--- config.mk ---
export PLATFORM = sky130hd
export DESIGN_NAME = boruss_ram_dma
export DESIGN_NICKNAME = d
export VERILOG_FILES = /design/src/rtl/boruss_ram_dma.sv
export SDC_FILE = /design/constraint.sdc
export NUM_CORES = 1
export LEC_CHECK = 0
export BUFFER_PORTS_ARGS = -buffer_cell sky130_fd_sc_hd__buf_2
export CAP_MARGIN = 20
export CORE_AREA = 2 2 96 98
export CTS_BUF_LIST = sky130_fd_sc_hd__clkbuf_16
export CTS_CLUSTER_SIZE = 12
export DETAILED_ROUTE_END_ITERATION = 12
export DIE_AREA = 0 0 98 100
export SYNTH_ARGS = -nofsm -noshare
export SYNTH_HDL_FRONTEND = slang
export SYNTH_SLANG_ARGS = --single-unit
--- constraint.sdc ---
create_clock -name clk -period 1.7 [get_ports clk]
set_input_delay 0.17 -clock clk [delete_from_list [all_inputs] [get_ports clk]]
set_output_delay 0.17 -clock clk [all_outputs]
set_load 0.05 [all_outputs]
--- src/rtl/boruss_ram_dma.sv ---
// Block-transfer engine for the boruss single-port RAM.
// Copies a byte run between regions or fills a region with a constant.
module boruss_ram_dma #(
  parameter int ADDR_WIDTH = 8,
  parameter int DATA_WIDTH = 8
) (
  input  logic                  clk,
  input  logic                  reset,
  input  logic                  start,
  input  logic                  mode,
  input  logic [ADDR_WIDTH-1:0] src_addr,
  input  logic [ADDR_WIDTH-1:0] dst_addr,
  input  logic [ADDR_WIDTH:0]   length,
  input  logic [DATA_WIDTH-1:0] fill_value,
  output logic                  busy,
  output logic                  done,
  output logic [ADDR_WIDTH:0]   count,
  output logic [ADDR_WIDTH-1:0] ram_address,
  output logic [DATA_WIDTH-1:0] ram_data_in,
  output logic                  ram_write_enable,
  output logic                  ram_read_enable,
  input  logic [DATA_WIDTH-1:0] ram_data_out
);

  typedef enum logic [1:0] {
    IDLE,
    RD,
    WR,
    DONE
  } state_t;

  localparam logic [ADDR_WIDTH:0] ONE = 1;

  state_t                state;
  state_t                next_state;
  logic [ADDR_WIDTH-1:0] src;
  logic [ADDR_WIDTH-1:0] dst;
  logic [ADDR_WIDTH:0]   remaining;
  logic [ADDR_WIDTH:0]   written;
  logic [DATA_WIDTH-1:0] fill;
  logic                  fill_mode;

  always_ff @(posedge clk or posedge reset) begin
    if (reset) begin
      state     <= IDLE;
      src       <= '0;
      dst       <= '0;
      remaining <= '0;
      written   <= '0;
      fill      <= '0;
      fill_mode <= 1'b0;
    end else begin
      state <= next_state;
      if (state == IDLE && start) begin
        src       <= src_addr;
        dst       <= dst_addr;
        remaining <= length;
        fill      <= fill_value;
        fill_mode <= mode;
        written   <= '0;
      end else if (state == WR) begin
        // pointers wrap naturally at the address width
        src       <= src + 1'b1;
        dst       <= dst + 1'b1;
        remaining <= remaining - ONE;
        written   <= written + ONE;
      end
    end
  end

  always_comb begin
    next_state = state;
    unique case (state)
      IDLE: begin
        if (start) begin
          if (length == '0)
            next_state = DONE;
          else if (mode)
            next_state = WR;
          else
            next_state = RD;
        end
      end
      RD: next_state = WR;
      WR: begin
        if (remaining == ONE)
          next_state = DONE;
        else if (fill_mode)
          next_state = WR;
        else
          next_state = RD;
      end
      DONE: next_state = IDLE;
    endcase
  end

  // bus is driven only from state and latched registers; idle bus is zero
  always_comb begin
    busy             = 1'b0;
    done             = 1'b0;
    ram_address      = '0;
    ram_data_in      = '0;
    ram_write_enable = 1'b0;
    ram_read_enable  = 1'b0;
    unique case (state)
      IDLE: ;
      RD: begin
        busy            = 1'b1;
        ram_read_enable = 1'b1;
        ram_address     = src;
      end
      WR: begin
        busy             = 1'b1;
        ram_write_enable = 1'b1;
        ram_address      = dst;
        ram_data_in      = fill_mode ? fill : ram_data_out;
      end
      DONE: done = 1'b1;
    endcase
  end

  assign count = written;

endmodule

==> out/summary.json <==
{
  "cells_and_area": {
    "layout_commonest_cell": "sky130_fd_sc_hd__nand2_1",
    "layout.cell_area.non_filler_sq_mm": 0.00359,
    "post_route_cells_drive_above_1_share_pct": 35.0,
    "antenna_cells_inserted": 0,
    "finalNetCount": 418,
    "final_cells": 474,
    "layout-area-overhead-vs-synth_pct": 40.0,
    "final_util_pct": 40.4,
    "final_cell_mix": "69 x sky130_fd_sc_hd__nand2_1, 57 x sky130_fd_sc_hd__buf_2, 43 x sky130_fd_sc_hd__dfrtp_1"
  },
  "setup_path": {
    "timing.setup.critical_path_class": "flop to flop",
    "timing.critical_path.max_delay_family": "simple AND/OR/NAND/NOR gates",
    "worst-path-buf-inv": 1,
    "crit_arrival_ns": 1.87,
    "timing.critical_path.required_ns": 1.87,
    "timing.critical_path.slowest_stage_cell": "sky130_fd_sc_hd__or4b_4",
    "timing.critical_path.to_type": "flop",
    "largest_stage_delay_worst_path_ns": 0.51,
    "worstSetupStartpointType": "flop",
    "cp_cell_sequence": "inv_2, ha_4, or4b_4, nor4b_4, xnor2_1, o21ai_2",
    "worst_path_maximum_fanout": 3,
    "worstSetupPathDepth": 6,
    "worst_r2r_path_depth": 6
  },
  "placed_design": {
    "detailed_place.area_sq_mm": 0.00324,
    "gp_congestion": 0.809,
    "placed_cells_incl_taps": 464,
    "dp.final_hpwl_mm": 4.35,
    "placement.io_buffers": 73
  },
  "sta": {
    "post-route-period-util_pct": 99.9,
    "timing.fmax_mhz": 589,
    "worstMarginPinSlew_ns": 0.479,
    "period_minus_slack_ns": 1.70,
    "report.final.hold_viol_count": 0,
    "slew_headroom_pct": 67.8,
    "timing.final.max_slew_violations": 0,
    "setup_viol_count_final": 0,
    "final_worst_clock_skew_ns": 0.00517,
    "unrepaired_setup_endpoints_after_global_routing": "yes"
  },
  "yosys": {
    "synth.cell_area_sq_mm": 0.00256,
    "mappedNetlistNets": 342,
    "synth.lib_cells_used.distinct": 32,
    "ys_seq_area_share_pct": 43.9,
    "post_synthesis_cells": 287,
    "synth_seq_cells": 45,
    "yosys_warnings": 0,
    "syn-mean-instance-area_sq_um": 8.94
  },
  "die": {
    "die_w_microns": 98,
    "die_height_microns": 100,
    "start_util_pct": 28.9,
    "floorplan.die_area_sq_mm": 0.00980,
    "rows": 35,
    "area_inside_the_core_boundary_sq_mm": 0.00889,
    "num_io_pins": 74
  },
  "clocking": {
    "cts.reportedPaths.clkPinSlew_ns": 0.06,
    "tritoncts.num_buffers": 5,
    "cts-htree-levels": 2,
    "tritoncts_sinks": 45,
    "ctsLongestPathBuffers": 2,
    "insertion_delay_to_the_later_sink_of_the_worst_skew_pair_ns": 0.28,
    "cts_tree": "yes",
    "clock_tree_root_buffer_cell": "sky130_fd_sc_hd__clkbuf_16"
  },
  "detailed_routing": {
    "met3RoutedLength_microns": 320,
    "dr_wl_met2_mm": 3.03,
    "routedLengthMet1_mm": 2.87,
    "drc_errors": 0,
    "antenna_violating_nets_post_route": 0,
    "routed_via_density": 4.69,
    "top_layer_used": "met4",
    "num_vias": 2224,
    "average_detailed_routed_wire_length_per_instance_microns": 13.2,
    "drt_first_iter_violations": 77,
    "drt_pre_antenna_iters": 4,
    "route.final.wire_length_mm": 6.24
  },
  "power": {
    "powerDensity_mw_per_mm2": 624,
    "max-vdd-ir-drop_mv": 0.325,
    "fin_total_pwr_w": 0.00224,
    "power.leakage_nw": 1.56
  },
  "min_path": {
    "hp-class": "input pin to flop",
    "whs_path_depth": 3
  },
  "global_routing": {
    "grt_start_max_net_pins": 51,
    "grt_use_total_pct": 13.0,
    "grt-ovfl-total": 0,
    "grt_pass1_vias": 2134,
    "initial_antenna_violation_count": 0,
    "wire_length_of_the_first_global_routing_pass_mm": 10.4
  },
  "run_status": {
    "status": "complete, no violations"
  },
  "flow_run": {
    "max-cap-violations": 0
  }
}
synth_stat cells (all sizes together):
master / number / area share (%)
nor3: 5 / 0.98
a211o: 1 / 0.34
dfrtp: 45 / 44
and3: 1 / 0.24
nor2b: 16 / 3.9
inv: 7 / 1.0
a21oi: 5 / 0.98
clkbuf: 11 / 1.6
nand2b: 1 / 0.24
buf: 3 / 0.54
nor4: 2 / 0.49
o22ai: 1 / 0.24
or4b: 1 / 0.54
mux2i: 12 / 4.7
o22a: 1 / 0.34
xnor2: 12 / 4.1
a22oi: 8 / 2.3
nor4b: 2 / 1.3
nand4: 7 / 1.7
ha: 10 / 4.9
nand3: 6 / 1.2
o21ai: 28 / 5.6
xor2: 16 / 5.5
and2: 1 / 0.24
and4: 1 / 0.34
and4bb: 1 / 0.49
nor2: 12 / 1.8
or3: 2 / 0.49
nand2: 69 / 10
report_power, final:
part	leakage [nW]	internal [W]	total, W	switching (W)
Clock	0.0797	0.000682	0.00107	0.000391
Sequential	0.559	0.00107	0.00107	0
Combinational	0.926	0.0000473	0.0000956	0.0000484
final timing paths:
path                                             to  slack [ns]                 start
max in group asynchronous        src[1]$_DFFE_PP0P_        1.01                 reset
setup / recovery           remaining[7]$_DFFE_PP0P_       0.002  state[0]$_DFFE_PP0P_
hold / removal                  fill[5]$_DFFE_PP0P_        0.08         fill_value[5]
min in group asynchronous       fill[2]$_DFFE_PP0P_        0.46                 reset
hold reg to reg                 fill[6]$_DFFE_PP0P_        0.48   fill[6]$_DFFE_PP0P_
setup reg to reg           remaining[7]$_DFFE_PP0P_       0.002  state[0]$_DFFE_PP0P_
worst register-to-register path, cell delays in order (launching register included):
cell and delay [ns]:
sky130_fd_sc_hd__dfrtp_1 0.39, sky130_fd_sc_hd__inv_2 0.08, sky130_fd_sc_hd__ha_4 0.15, sky130_fd_sc_hd__or4b_4 0.51
sky130_fd_sc_hd__nor4b_4 0.24, sky130_fd_sc_hd__xnor2_1 0.16, sky130_fd_sc_hd__o21ai_2 0.06
repair_timing:
action	4_1_cts	5_1_grt
resized for setup	25	14
setup endpoints to repair	17	17
gates cloned	1	0
hold buffers	1	0
setup buffers	1	0
hold endpoints to repair	45	0
pin swaps	3	2
stage by stage:
step / hold slack [ns] / TNS, ns / setup slack, ns
6_report: 0.0776 / 0 / 0.00227
5_1_grt: 0.0761 / -0.312 / -0.0687
4_1_cts: 0.0677 / -0.0306 / -0.0172
3_5_place_dp: 0.228 / 0 / 0.0180
3_3_place_gp: 0.224 / 0 / 0.0519
2_1_floorplan: 0.275 / -0.789 / -0.105
area by class of cell:
cell class,instances,area [sq um]
Timing Repair Buffer,83,576
Tap cell,111,139
Clock inverter,2,35.0
Fill cell,891,5300
Inverter,7,26.3
Multi-Input combinational cell,221,1560
Sequential cell,45,1130
Clock buffer,5,125
sequential cells by signal, summed over array words and instances, names as in the netlist:
register   flops
fill           8
remaining      9
src            8
state          2
fill_mode      1
dst            8
count          9
layer usage:
layer  vias up  track usage, %
li1       1113               -
met1      1054            16.3
met2        55            22.9
met3         2            3.20
met4         0            2.56
met5         -               0
cells by family (layout without fill, tap and decap cells):
kind of cell    after synthesis  after routing  share of synthesized area, %
xor+xnor                     28             28                          9.56
buf+inv                      21             97                          3.17
fa+ha+maj                    10             10                          4.88
flops                        45             45                          43.9
simple gates                127            127                          24.0
mux                          12             12                          4.68
compound gates               44             44                          9.85
No activity file was read; power rests on OpenSTA's default activity.
